===== src/rtl/exu_pkg.sv =====
// Shared types for the execute stage: operation codes, FSM states and access sizes.
package exu_pkg;

   typedef enum logic [4:0] {
      OP_ADD    = 5'd0,
      OP_SUB    = 5'd1,
      OP_SLL    = 5'd2,
      OP_SLT    = 5'd3,
      OP_SLTU   = 5'd4,
      OP_XOR    = 5'd5,
      OP_SRL    = 5'd6,
      OP_SRA    = 5'd7,
      OP_OR     = 5'd8,
      OP_AND    = 5'd9,
      OP_COPY2  = 5'd10,
      OP_MUL    = 5'd16,
      OP_MULH   = 5'd17,
      OP_MULHSU = 5'd18,
      OP_MULHU  = 5'd19,
      OP_DIV    = 5'd20,
      OP_DIVU   = 5'd21,
      OP_REM    = 5'd22,
      OP_REMU   = 5'd23
   } op_e;

   typedef enum logic [1:0] {S_IDLE, S_BUSY, S_DONE} state_e;

   localparam logic [1:0] MSIZE_B = 2'd0;
   localparam logic [1:0] MSIZE_H = 2'd1;
   localparam logic [1:0] MSIZE_W = 2'd2;
   localparam logic [1:0] MSIZE_D = 2'd3;

   function automatic logic is_md(input logic [4:0] op);
      return op[4];
   endfunction

endpackage


===== src/rtl/exu_muldiv.sv =====
// Iterative multiply (shift-add) / restoring divide on operand magnitudes.
// XLEN iteration cycles plus one sign-fixup cycle in which done pulses.
module exu_muldiv #(
   parameter int XLEN = 32
) (
   input  logic            clk_i,
   input  logic            rst_n_i,
   input  logic            kill,
   input  logic            start,
   input  logic [2:0]      op,
   input  logic [XLEN-1:0] a,
   input  logic [XLEN-1:0] b,
   output logic            busy,
   output logic            done,
   output logic [XLEN-1:0] result
);

   localparam int CW = $clog2(XLEN);

   logic            busy_q, fix_q, mul_q, hsel_q, rem_q, neg_q, bz_q;
   logic [CW-1:0]   cnt_q;
   logic [XLEN-1:0] m_q, acc_q, lo_q;

   logic            is_mul, is_rem, a_neg, b_neg;
   logic [XLEN-1:0] a_mag, b_mag;
   logic [XLEN:0]   sum, rsh, diff;
   logic [2*XLEN-1:0] prod;
   logic [XLEN-1:0] quo, rmd;

   always_comb begin
      is_mul = !op[2];
      is_rem = op[2] & op[1];
      // a is signed except MULHU/DIVU/REMU; b only for MUL/MULH/DIV/REM
      a_neg  = a[XLEN-1] & (is_mul ? (op[1:0] != 2'b11) : !op[0]);
      b_neg  = b[XLEN-1] & (is_mul ? !op[1] : !op[0]);
      a_mag  = a_neg ? -a : a;
      b_mag  = b_neg ? -b : b;
   end

   always_comb begin
      sum  = {1'b0, acc_q} + (lo_q[0] ? {1'b0, m_q} : '0);
      rsh  = {acc_q, lo_q[XLEN-1]};
      // partial remainder stays below the divisor, so diff's MSB is its sign
      diff = rsh - {1'b0, m_q};
      prod = neg_q ? -{acc_q, lo_q} : {acc_q, lo_q};
      quo  = bz_q ? '1 : (neg_q ? -lo_q : lo_q);
      rmd  = neg_q ? -acc_q : acc_q;
      if (mul_q) result = hsel_q ? prod[2*XLEN-1:XLEN] : prod[XLEN-1:0];
      else       result = rem_q ? rmd : quo;
   end

   always_ff @(posedge clk_i or negedge rst_n_i) begin
      if (!rst_n_i) begin
         busy_q <= 1'b0;
         fix_q  <= 1'b0;
         mul_q  <= 1'b0;
         hsel_q <= 1'b0;
         rem_q  <= 1'b0;
         neg_q  <= 1'b0;
         bz_q   <= 1'b0;
         cnt_q  <= '0;
         m_q    <= '0;
         acc_q  <= '0;
         lo_q   <= '0;
      end else if (kill) begin
         busy_q <= 1'b0;
         fix_q  <= 1'b0;
      end else if (start) begin
         busy_q <= 1'b1;
         fix_q  <= 1'b0;
         cnt_q  <= CW'(XLEN-1);
         mul_q  <= is_mul;
         hsel_q <= (op[1:0] != 2'b00);
         rem_q  <= is_rem;
         neg_q  <= a_neg ^ (b_neg & !is_rem);
         bz_q   <= (b == '0);
         m_q    <= is_mul ? a_mag : b_mag;
         lo_q   <= is_mul ? b_mag : a_mag;
         acc_q  <= '0;
      end else if (fix_q) begin
         busy_q <= 1'b0;
         fix_q  <= 1'b0;
      end else if (busy_q) begin
         if (mul_q) begin
            acc_q <= sum[XLEN:1];
            lo_q  <= {sum[0], lo_q[XLEN-1:1]};
         end else begin
            acc_q <= diff[XLEN] ? rsh[XLEN-1:0] : diff[XLEN-1:0];
            lo_q  <= {lo_q[XLEN-2:0], !diff[XLEN]};
         end
         if (cnt_q == '0) fix_q <= 1'b1;
         else             cnt_q <= cnt_q - 1'b1;
      end
   end

   assign busy = busy_q;
   assign done = fix_q;

endmodule


===== src/rtl/exu_pipe.sv =====
// Execute stage: single-cycle ALU, iterative MD unit, store lane/mask generation,
// and valid/ready handshakes with a registered output stage.
module exu_pipe
   import exu_pkg::*;
#(
   parameter int XLEN      = 32,
   parameter int PAYLOAD_W = 128,
   parameter bit MD_EN     = 1'b1
) (
   input  logic                 clk_i,
   input  logic                 rst_n_i,
   input  logic                 flush_i,
   input  logic                 in_valid_i,
   output logic                 in_ready_o,
   input  logic [4:0]           in_op_i,
   input  logic [XLEN-1:0]      in_src1_i,
   input  logic [XLEN-1:0]      in_src2_i,
   input  logic [XLEN-1:0]      in_sdata_i,
   input  logic [1:0]           in_msize_i,
   input  logic                 in_mwe_i,
   input  logic                 in_mre_i,
   input  logic [PAYLOAD_W-1:0] in_payload_i,
   output logic                 out_valid_o,
   input  logic                 out_ready_i,
   output logic [XLEN-1:0]      out_result_o,
   output logic [XLEN-1:0]      out_wdata_o,
   output logic [XLEN/8-1:0]    out_wmask_o,
   output logic                 out_mwe_o,
   output logic                 out_mre_o,
   output logic                 out_misalign_o,
   output logic [PAYLOAD_W-1:0] out_payload_o
);

   localparam int SHW  = $clog2(XLEN);
   localparam int NB   = XLEN / 8;
   localparam int OFFW = $clog2(NB);

   state_e            state_q, state_d;
   logic              accept, mem, md_go, mis_c, md_busy, md_done, md_fin;
   logic [4:0]        op_eff;
   logic [SHW-1:0]    shamt;
   logic [OFFW-1:0]   off;
   logic [XLEN-1:0]   alu_res, wdata_c, md_result;
   logic [NB-1:0]     wmask_c;

   // memory requests always compute src1+src2; MD ops fall back to ADD without the unit
   always_comb begin
      mem    = in_mwe_i | in_mre_i;
      op_eff = in_op_i;
      if (mem || (is_md(in_op_i) && !MD_EN)) op_eff = OP_ADD;
      md_go  = is_md(op_eff);
      shamt  = in_src2_i[SHW-1:0];
      case (op_e'(op_eff))
         OP_SUB:   alu_res = in_src1_i - in_src2_i;
         OP_SLL:   alu_res = in_src1_i << shamt;
         OP_SLT:   alu_res = {{(XLEN-1){1'b0}}, $signed(in_src1_i) < $signed(in_src2_i)};
         OP_SLTU:  alu_res = {{(XLEN-1){1'b0}}, in_src1_i < in_src2_i};
         OP_XOR:   alu_res = in_src1_i ^ in_src2_i;
         OP_SRL:   alu_res = in_src1_i >> shamt;
         OP_SRA:   alu_res = $unsigned($signed(in_src1_i) >>> shamt);
         OP_OR:    alu_res = in_src1_i | in_src2_i;
         OP_AND:   alu_res = in_src1_i & in_src2_i;
         OP_COPY2: alu_res = in_src2_i;
         default:  alu_res = in_src1_i + in_src2_i;
      endcase
   end

   always_comb begin
      off = alu_res[OFFW-1:0];
      for (int i = 0; i < NB; i++)
         wmask_c[i] = (i >= int'(off)) && (i < int'(off) + (1 << in_msize_i));
      mis_c   = ((int'(off) & ((1 << in_msize_i) - 1)) != 0) ||
                (XLEN == 32 && in_msize_i == MSIZE_D);
      wdata_c = in_sdata_i << {off, 3'b000};
   end

   generate
      if (MD_EN) begin : g_md
         exu_muldiv #(.XLEN(XLEN)) u_md (
            .clk_i   (clk_i),
            .rst_n_i (rst_n_i),
            .kill    (flush_i),
            .start   (accept && md_go),
            .op      (in_op_i[2:0]),
            .a       (in_src1_i),
            .b       (in_src2_i),
            .busy    (md_busy),
            .done    (md_done),
            .result  (md_result)
         );
      end else begin : g_nomd
         assign md_busy   = 1'b0;
         assign md_done   = 1'b0;
         assign md_result = '0;
      end
   endgenerate

   always_comb begin
      in_ready_o = !flush_i && (state_q == S_IDLE || (state_q == S_DONE && out_ready_i));
      accept     = in_valid_i && in_ready_o;
      md_fin     = md_busy && md_done;
      state_d    = state_q;
      if (flush_i) state_d = S_IDLE;
      else begin
         case (state_q)
            S_IDLE:  if (accept) state_d = md_go ? S_BUSY : S_DONE;
            S_BUSY:  if (md_fin) state_d = S_DONE;
            S_DONE:  if (out_ready_i) state_d = accept ? (md_go ? S_BUSY : S_DONE) : S_IDLE;
            default: state_d = S_IDLE;
         endcase
      end
   end

   always_ff @(posedge clk_i or negedge rst_n_i) begin
      if (!rst_n_i) state_q <= S_IDLE;
      else          state_q <= state_d;
   end

   always_ff @(posedge clk_i or negedge rst_n_i) begin
      if (!rst_n_i) begin
         out_result_o   <= '0;
         out_wdata_o    <= '0;
         out_wmask_o    <= '0;
         out_mwe_o      <= 1'b0;
         out_mre_o      <= 1'b0;
         out_misalign_o <= 1'b0;
         out_payload_o  <= '0;
      end else if (accept) begin
         out_payload_o <= in_payload_i;
         if (md_go) begin
            out_wdata_o    <= '0;
            out_wmask_o    <= '0;
            out_mwe_o      <= 1'b0;
            out_mre_o      <= 1'b0;
            out_misalign_o <= 1'b0;
         end else begin
            out_result_o   <= alu_res;
            out_wdata_o    <= mem ? wdata_c : '0;
            out_wmask_o    <= (mem && !mis_c) ? wmask_c : '0;
            out_mwe_o      <= in_mwe_i && !mis_c;
            out_mre_o      <= in_mre_i && !mis_c;
            out_misalign_o <= mem && mis_c;
         end
      end else if (state_q == S_BUSY && md_fin && !flush_i) begin
         out_result_o <= md_result;
      end
   end

   assign out_valid_o = (state_q == S_DONE);

endmodule


===== config.mk =====
export PLATFORM = sky130hd
export DESIGN_NAME = exu_pipe
export DESIGN_NICKNAME = d
export VERILOG_FILES = /design/src/rtl/exu_pkg.sv /design/src/rtl/exu_muldiv.sv /design/src/rtl/exu_pipe.sv
export SDC_FILE = /design/constraint.sdc
export NUM_CORES = 2
export LEC_CHECK = 0
export CELL_PAD_IN_SITES_DETAIL_PLACEMENT = 0
export CELL_PAD_IN_SITES_GLOBAL_PLACEMENT = 1
export CORE_MARGIN = 4
export CORE_UTILIZATION = 42
export CTS_BUF_LIST = sky130_fd_sc_hd__clkbuf_4
export DETAILED_ROUTE_END_ITERATION = 10
export PLACE_DENSITY = 0.85
export SYNTH_ARGS = -nofsm -noshare
export SYNTH_HDL_FRONTEND = slang
export SYNTH_SLANG_ARGS = --single-unit

===== constraint.sdc =====
create_clock -name clk_i -period 4.55 [get_ports clk_i]
set_clock_uncertainty 0.15 [all_clocks]
set_input_delay 0.91 -clock clk_i [delete_from_list [all_inputs] [get_ports clk_i]]
set_output_delay 0.91 -clock clk_i [all_outputs]
set_load 0.02 [all_outputs]

* After elaboration in Yosys (flattened, before gate mapping) *
Index checks and enable logic that the tools add are counted.

storage, ports and cells
  register bits = 309
  logic and storage cells = 166

operators by class
  order comparisons = 9
  reduce and logical (&&, ||, !) cells = 36
  mux-type cells = 54
  shifts and indexed selects = 5
  bitwise logic cells = 11
  eq/ne operators = 20
  $add $sub $neg = 12

operators by type and width
  cell                                                count
  two-way mux 32 bit                                  25
  case mux 32 bit (10 select lines)                   1
  negator 32 bit                                      4
  < comparator 3 x 32 -> 1 bit, first input constant  2
  < comparator 32 bit                                 2
  two-way mux 64 bit                                  1
  negator 64 bit                                      1
  left shift 32 x 5 -> 32 bit                         2
  adder 32 x 33 -> 33 bit                             1
  subtractor 33 x 32 -> 33 bit                        1
  adder 3 x 32 -> 32 bit                              1
  adder 32 bit                                        1
  AND 3 x 32 -> 32 bit                                1
  AND 32 bit                                          1
  logical NOT 32 bit                                  1
  < comparator 1 x 32 -> 1 bit, first input constant  1
  < comparator 2 x 32 -> 1 bit, first input constant  1
  OR 32 bit                                           1
  nonzero test 32 bit                                 1
  left shift 1 x 2 -> 32 bit, first input constant    1
  right shift 32 x 5 -> 32 bit                        1
  >>> shifter 32 x 5 -> 32 bit                        1
  subtractor 32 x 2 -> 32 bit, second input constant  1
  subtractor 32 bit                                   1
  other kinds (33)                                    93

* Longest topological paths before layout *
  depth in word-level cells = 11
  depth in mapped cells = 24

* Hierarchy *
A second synthesis with hierarchy kept.

second synthesis, totals
  cells, all modules = 4098
  area total of the unflattened synthesis = 30963.4 µm²

modules (own cells, without submodules)
  module      seq. area each (µm²)  area an instance (µm²)  cells an instance  times used
  exu_pipe    5029.8                17364.2                 2227               1
  exu_muldiv  2702.6                13599.3                 1871               1

* Worst setup path after synthesis *
OpenSTA, ideal clock, no wires.

  path kind = input to register
  from = input port in_src2_i[2]
  to = register out_wmask_o[0]
  setup time = 0.110 ns
  cell stages on the path = 24
  path slack = -1.330 ns
  buffers on the path = 8
  data arrival time = 5.620 ns
  cell sequence = clkbuf_1 inv_1 buf_2 buf_2 buf_2 buf_1 ha_1 clkbuf_1 nor2b_1 o221ai_1 a22oi_1 a221o_1 nand3_1 a211oi_1 o21ai_1 buf_2 buf_4 ha_1 fa_1 nand3b_1 o21ai_0 nor2b_1 and2_1 o41ai_1

between the ends
  longest elaborated chain between the ends = 9

RTL lines
  item                                                                            line             text
  start, declared                                                                 exu_pipe.sv:17   input logic [XLEN-1:0] in_src2_i,
  < comparator 32 bit (tied with other cells)                                     exu_pipe.sv:57   OP_SLTU: alu_res = {{(XLEN-1){1'b0}}, in_src1_i < in_src2_i};
  case mux 32 bit (10 select lines) *                                             exu_pipe.sv:53   case (op_e'(op_eff))
  parallel branches: the longest is 5 deep, another holds adder 3 x 32 -> 32 bit  --
  two-way mux 4 bit *                                                             exu_pipe.sv:139  out_wmask_o <= (mem && !mis_c) ? wmask_c : '0;
  two-way mux 4 bit *                                                             exu_pipe.sv:130  if (md_go) begin
  end signal, assigned                                                            exu_pipe.sv:139
  end, declared                                                                   exu_pipe.sv:27   output logic [XLEN/8-1:0] out_wmask_o,

Mark *: on every way between the ends.
A chain may end at the register's enable or synchronous reset.

* Worst setup path in the final report *
  from = input port in_src1_i[21]
  to = register out_wmask_o[0]

between the ends
  longest elaborated chain between the ends = 9

RTL lines
  item                                                                            line             text
  start, declared                                                                 exu_pipe.sv:16   input logic [XLEN-1:0] in_src1_i,
  < comparator 32 bit (tied with other cells)                                     exu_pipe.sv:57
  case mux 32 bit (10 select lines) *                                             exu_pipe.sv:53
  parallel branches: the longest is 5 deep, another holds adder 3 x 32 -> 32 bit  --
  two-way mux 4 bit *                                                             exu_pipe.sv:139
  two-way mux 4 bit *                                                             exu_pipe.sv:130

Marks and branches as above.

==> results.py <==
metrics = {
    "sta": {
        "report.final.setup_viol": 0,
        "final-hold-violation-count": 0,
        "finalCriticalPeriod_ns": 4.25,
        "final_max_slew_viol_count": 0,
        "totalNegativeSetupSlack_ns": 0,
        "worst_pin_slew_ns": 1.26,
        "timing.fmax_ghz": 0.235,
        "grt_setup_unrepaired": "no",
        "final_cycle_share_pct": 93.4,
        "maxSlewHeadroom_pct": 15.4,
    },
    "critical_path": {
        "endpoint_type_of_the_worst_setup_path": "register",
        "cp-start-kind": "primary input",
        "timing.setup.critical_path_class": "in -> reg",
        "worstSetupStartpoint": "in_src1_i[21]",
        "ff_to_ff_path_depth": 11,
        "worstPathRequired_ns": 5.15,
        "reg2reg_from": "g_md.u_md.lo_q[14]",
        "critical_path.max_fanout": 30,
        "timing.critical_path.arrival_ns": 4.84,
    },
    "floorplanning": {
        "floorplan.initialDensity_pct": 42.6,
        "die_width_um": 275,
        "die_area_um2": 75800,
        "core_region_area_um2": 70400,
        "die_y_um": 275,
        "ioPinCount": 439,
        "core.rowCount": 97,
    },
    "worst_hold_path": {
        "path_class_of_the_lowest_slack_min_delay_path": "reg -> reg",
        "holdPathStages": 2,
        "min_from": "out_payload_o[31]",
    },
    "global_route": {
        "grt_first_pass_wirelength_um": 218000,
        "grt_util_all_layers_pct": 38.5,
        "overflow": 0,
        "grt_pass1_vias": 32582,
        "grt_antenna_before_repair": 11,
        "grt_max_degree": 173,
    },
    "placed_design": {
        "gp_weighted_congestion": 1.07,
        "io_buffer_count": 438,
        "hpwl_um": 122000,
        "postPlaceCellArea_um2": 38800,
    },
    "logic_synthesis": {
        "synthCells": 3941,
        "syn-cell-area_um2": 30000,
        "syn-mean-instance-area_um2": 7.62,
        "postSynth.asyncResetShare_pct": 100,
        "synthesis.nets": 4353,
        "yosys_most_used_dff": "sky130_fd_sc_hd__dfrtp_1",
        "synth-edff-count": 0,
        "synth-warning-count": 0,
        "netlist.area_leader.share_pct": 25.8,
        "netlist.top_cell.by_area": "sky130_fd_sc_hd__dfrtp_1",
        "register_area_share_after_synthesis_pct": 25.8,
        "synth.lib_cells_used.distinct": 91,
        "postSynthRegisterBits": 309,
        "most_used_standard_cell_by_instance_count_after_synthesis": "sky130_fd_sc_hd__nand2_1",
        "largest_cells_by_area_after_synthesis": "sky130_fd_sc_hd__dfrtp_1, sky130_fd_sc_hd__nand2_1, sky130_fd_sc_hd__ha_1",
        "netlist_top_cells_count": "sky130_fd_sc_hd__nand2_1, sky130_fd_sc_hd__nor2_1, sky130_fd_sc_hd__dfrtp_1",
    },
    "route": {
        "drc": 0,
        "wl_per_cell_um": 26.6,
        "antenna_left": 0,
        "drt-pass1-iter-count": 6,
        "finalWirelength_um": 152000,
        "route.detailed.vias_per_inst": 6.10,
        "drt-initial-drc-count": 4172,
        "total_number_of_vias": 34879,
    },
    "layout": {
        "flow.area_growth_from_synthesis_pct": 33.0,
        "final_core_utilization_pct": 56.7,
        "num-fill-cells": 6806,
        "multi_input_area_um2": 20700,
        "drive_above_1_share_pct": 17.0,
        "finish.instance_area_um2": 39900,
        "seq_area_um2": 7740,
        "finalNetCount": 5122,
    },
    "clocking": {
        "worstSkewPairLatency_ns": 0.87,
        "cts.reportedPaths.clkPinSlew_ns": 0.06,
        "h-tree-depth": 3,
        "root_buffer": "sky130_fd_sc_hd__clkbuf_4",
        "post-cts-setup-buffers": 0,
        "cts_tree": "done",
        "inserted_clock_buffers": 85,
        "cts.sink_count": 309,
        "ctsLongestPathBuffers": 3,
    },
    "power": {
        "power_density_normalized_to_cell_area_nw_per_um2": 410,
        "power.leakage_uw": 0.0179,
        "vdd.ir_drop.worst_v": 0.000208,
    },
    "status": {
        "outcome": "completed",
    },
    "job": {
        "max_cap_viol_count": 0,
    },
}
power breakdown:
part           total, uW  internal (uW)  leakage [uW]  switching [uW]
registers           4300           3380       0.00387             915
logic               9490           3920        0.0134            5570
clock network       2570           1240      0.000629            1330
kinds of logic after synthesis:
group | after synthesis | synth area share [%]
simple gates | 1386 | 20.1
compound gates | 1195 | 26.0
buf+inv | 462 | 5.99
flops | 309 | 25.8
xor+xnor | 236 | 6.89
mux | 179 | 7.89
fa+ha+maj | 174 | 7.38
final cells by class:
cell class,count,area share [%]
multi-input cells,3170,51.8
repair buffers,979,21.6
flip-flops and latches,309,19.4
well taps,940,2.95
clock buffers,122,2.29
inverters,165,1.56
clock inverters,26,0.326
diodes,11,0.0690
timing repair:
action                                 in CTS  in global routing
endpoints found under the hold margin      73                  0
resized for setup                           0                  0
hold buffers                                1                  0
metrics by stage:
| stage | hold WS, ns | setup slack [ns] | std cells | power [uW] |
|---|---|---|---|---|
| after floorplan | 0.300 | -0.325 | 3941 | 9790 |
| after global placement | 0.306 | -0.456 | 5562 | 13500 |
| after CTS | 0.327 | 0.433 | 5711 | 16200 |
| after detailed placement | 0.311 | -0.497 | 5562 | 13600 |
| final | 0.321 | 0.301 | 5722 | 16400 |
| after global routing | 0.339 | 0.0612 | 5718 | 17300 |
state kept, by name, summed over array words and instances, names as in the netlist, 2 cells and up:
signal           flops
g_md.u_md.acc_q     32
g_md.u_md.cnt_q      5
g_md.u_md.lo_q      32
g_md.u_md.m_q       32
out_payload_o      128
out_result_o        32
out_wdata_o         32
out_wmask_o          4
state_q              2
critical path: stages:
cell and delay, ns:
sky130_fd_sc_hd__clkdlybuf4s50_1 0.71, sky130_fd_sc_hd__inv_1 0.12, sky130_fd_sc_hd__ha_1 0.31, sky130_fd_sc_hd__inv_1 0.05
sky130_fd_sc_hd__nand3_1 0.10, sky130_fd_sc_hd__buf_4 0.15, sky130_fd_sc_hd__a21oi_1 0.05, sky130_fd_sc_hd__a2111oi_0 0.54
sky130_fd_sc_hd__buf_4 0.23, sky130_fd_sc_hd__a211oi_2 0.08, sky130_fd_sc_hd__o21ai_4 0.24, sky130_fd_sc_hd__buf_4 0.48
sky130_fd_sc_hd__ha_1 0.33, sky130_fd_sc_hd__and2_1 0.16, sky130_fd_sc_hd__o41ai_1 0.36
layout by cell type, fill, tap and decap left out, types with 23 or more instances in the layout:
master                            count
sky130_fd_sc_hd__a211oi_1            43
sky130_fd_sc_hd__a21o_1              45
sky130_fd_sc_hd__a21oi_1            286
sky130_fd_sc_hd__a221oi_1            41
sky130_fd_sc_hd__a22oi_1             23
sky130_fd_sc_hd__a31oi_1             37
sky130_fd_sc_hd__buf_4              527
sky130_fd_sc_hd__clkbuf_4           122
sky130_fd_sc_hd__clkdlybuf4s50_1    432
sky130_fd_sc_hd__dfrtp_1            307
sky130_fd_sc_hd__ha_1               164
sky130_fd_sc_hd__inv_1              148
sky130_fd_sc_hd__mux2i_1            124
sky130_fd_sc_hd__mux4_2              45
sky130_fd_sc_hd__nand2_1            695
sky130_fd_sc_hd__nand2b_1            30
sky130_fd_sc_hd__nand3_1             51
sky130_fd_sc_hd__nor2_1             349
sky130_fd_sc_hd__nor3_1              68
sky130_fd_sc_hd__nor4_1              24
sky130_fd_sc_hd__o211ai_1            85
sky130_fd_sc_hd__o21ai_0            245
sky130_fd_sc_hd__o21ai_1             84
sky130_fd_sc_hd__o31ai_1             49
sky130_fd_sc_hd__or3_1               29
sky130_fd_sc_hd__xnor2_1            141
sky130_fd_sc_hd__xor2_1              94
metal layers:
layer	share of wire (%)	track usage [%]	routed length (um)	up-vias
met4	7.3	24.0	11100	6
li1	-	-	-	15743
met2	43	59.0	66200	2126
met3	10	8.03	15500	447
met5	0.032	0	49	-
met1	39	49.9	59600	16557
worst paths after layout:
| check | slack (ns) | end |
|---|---|---|
| max reg2reg | 0.31 | out_result_o[21] |
| min | 0.32 | out_payload_o[31] |
| max in group asynchronous | 2.77 | out_payload_o[72] |
| max | 0.30 | out_wmask_o[0] |
| min reg2reg | 0.32 | out_payload_o[31] |
| min in group asynchronous | 0.43 | g_md.u_md.acc_q[5] |
No activity file was read; power rests on OpenSTA's default activity.
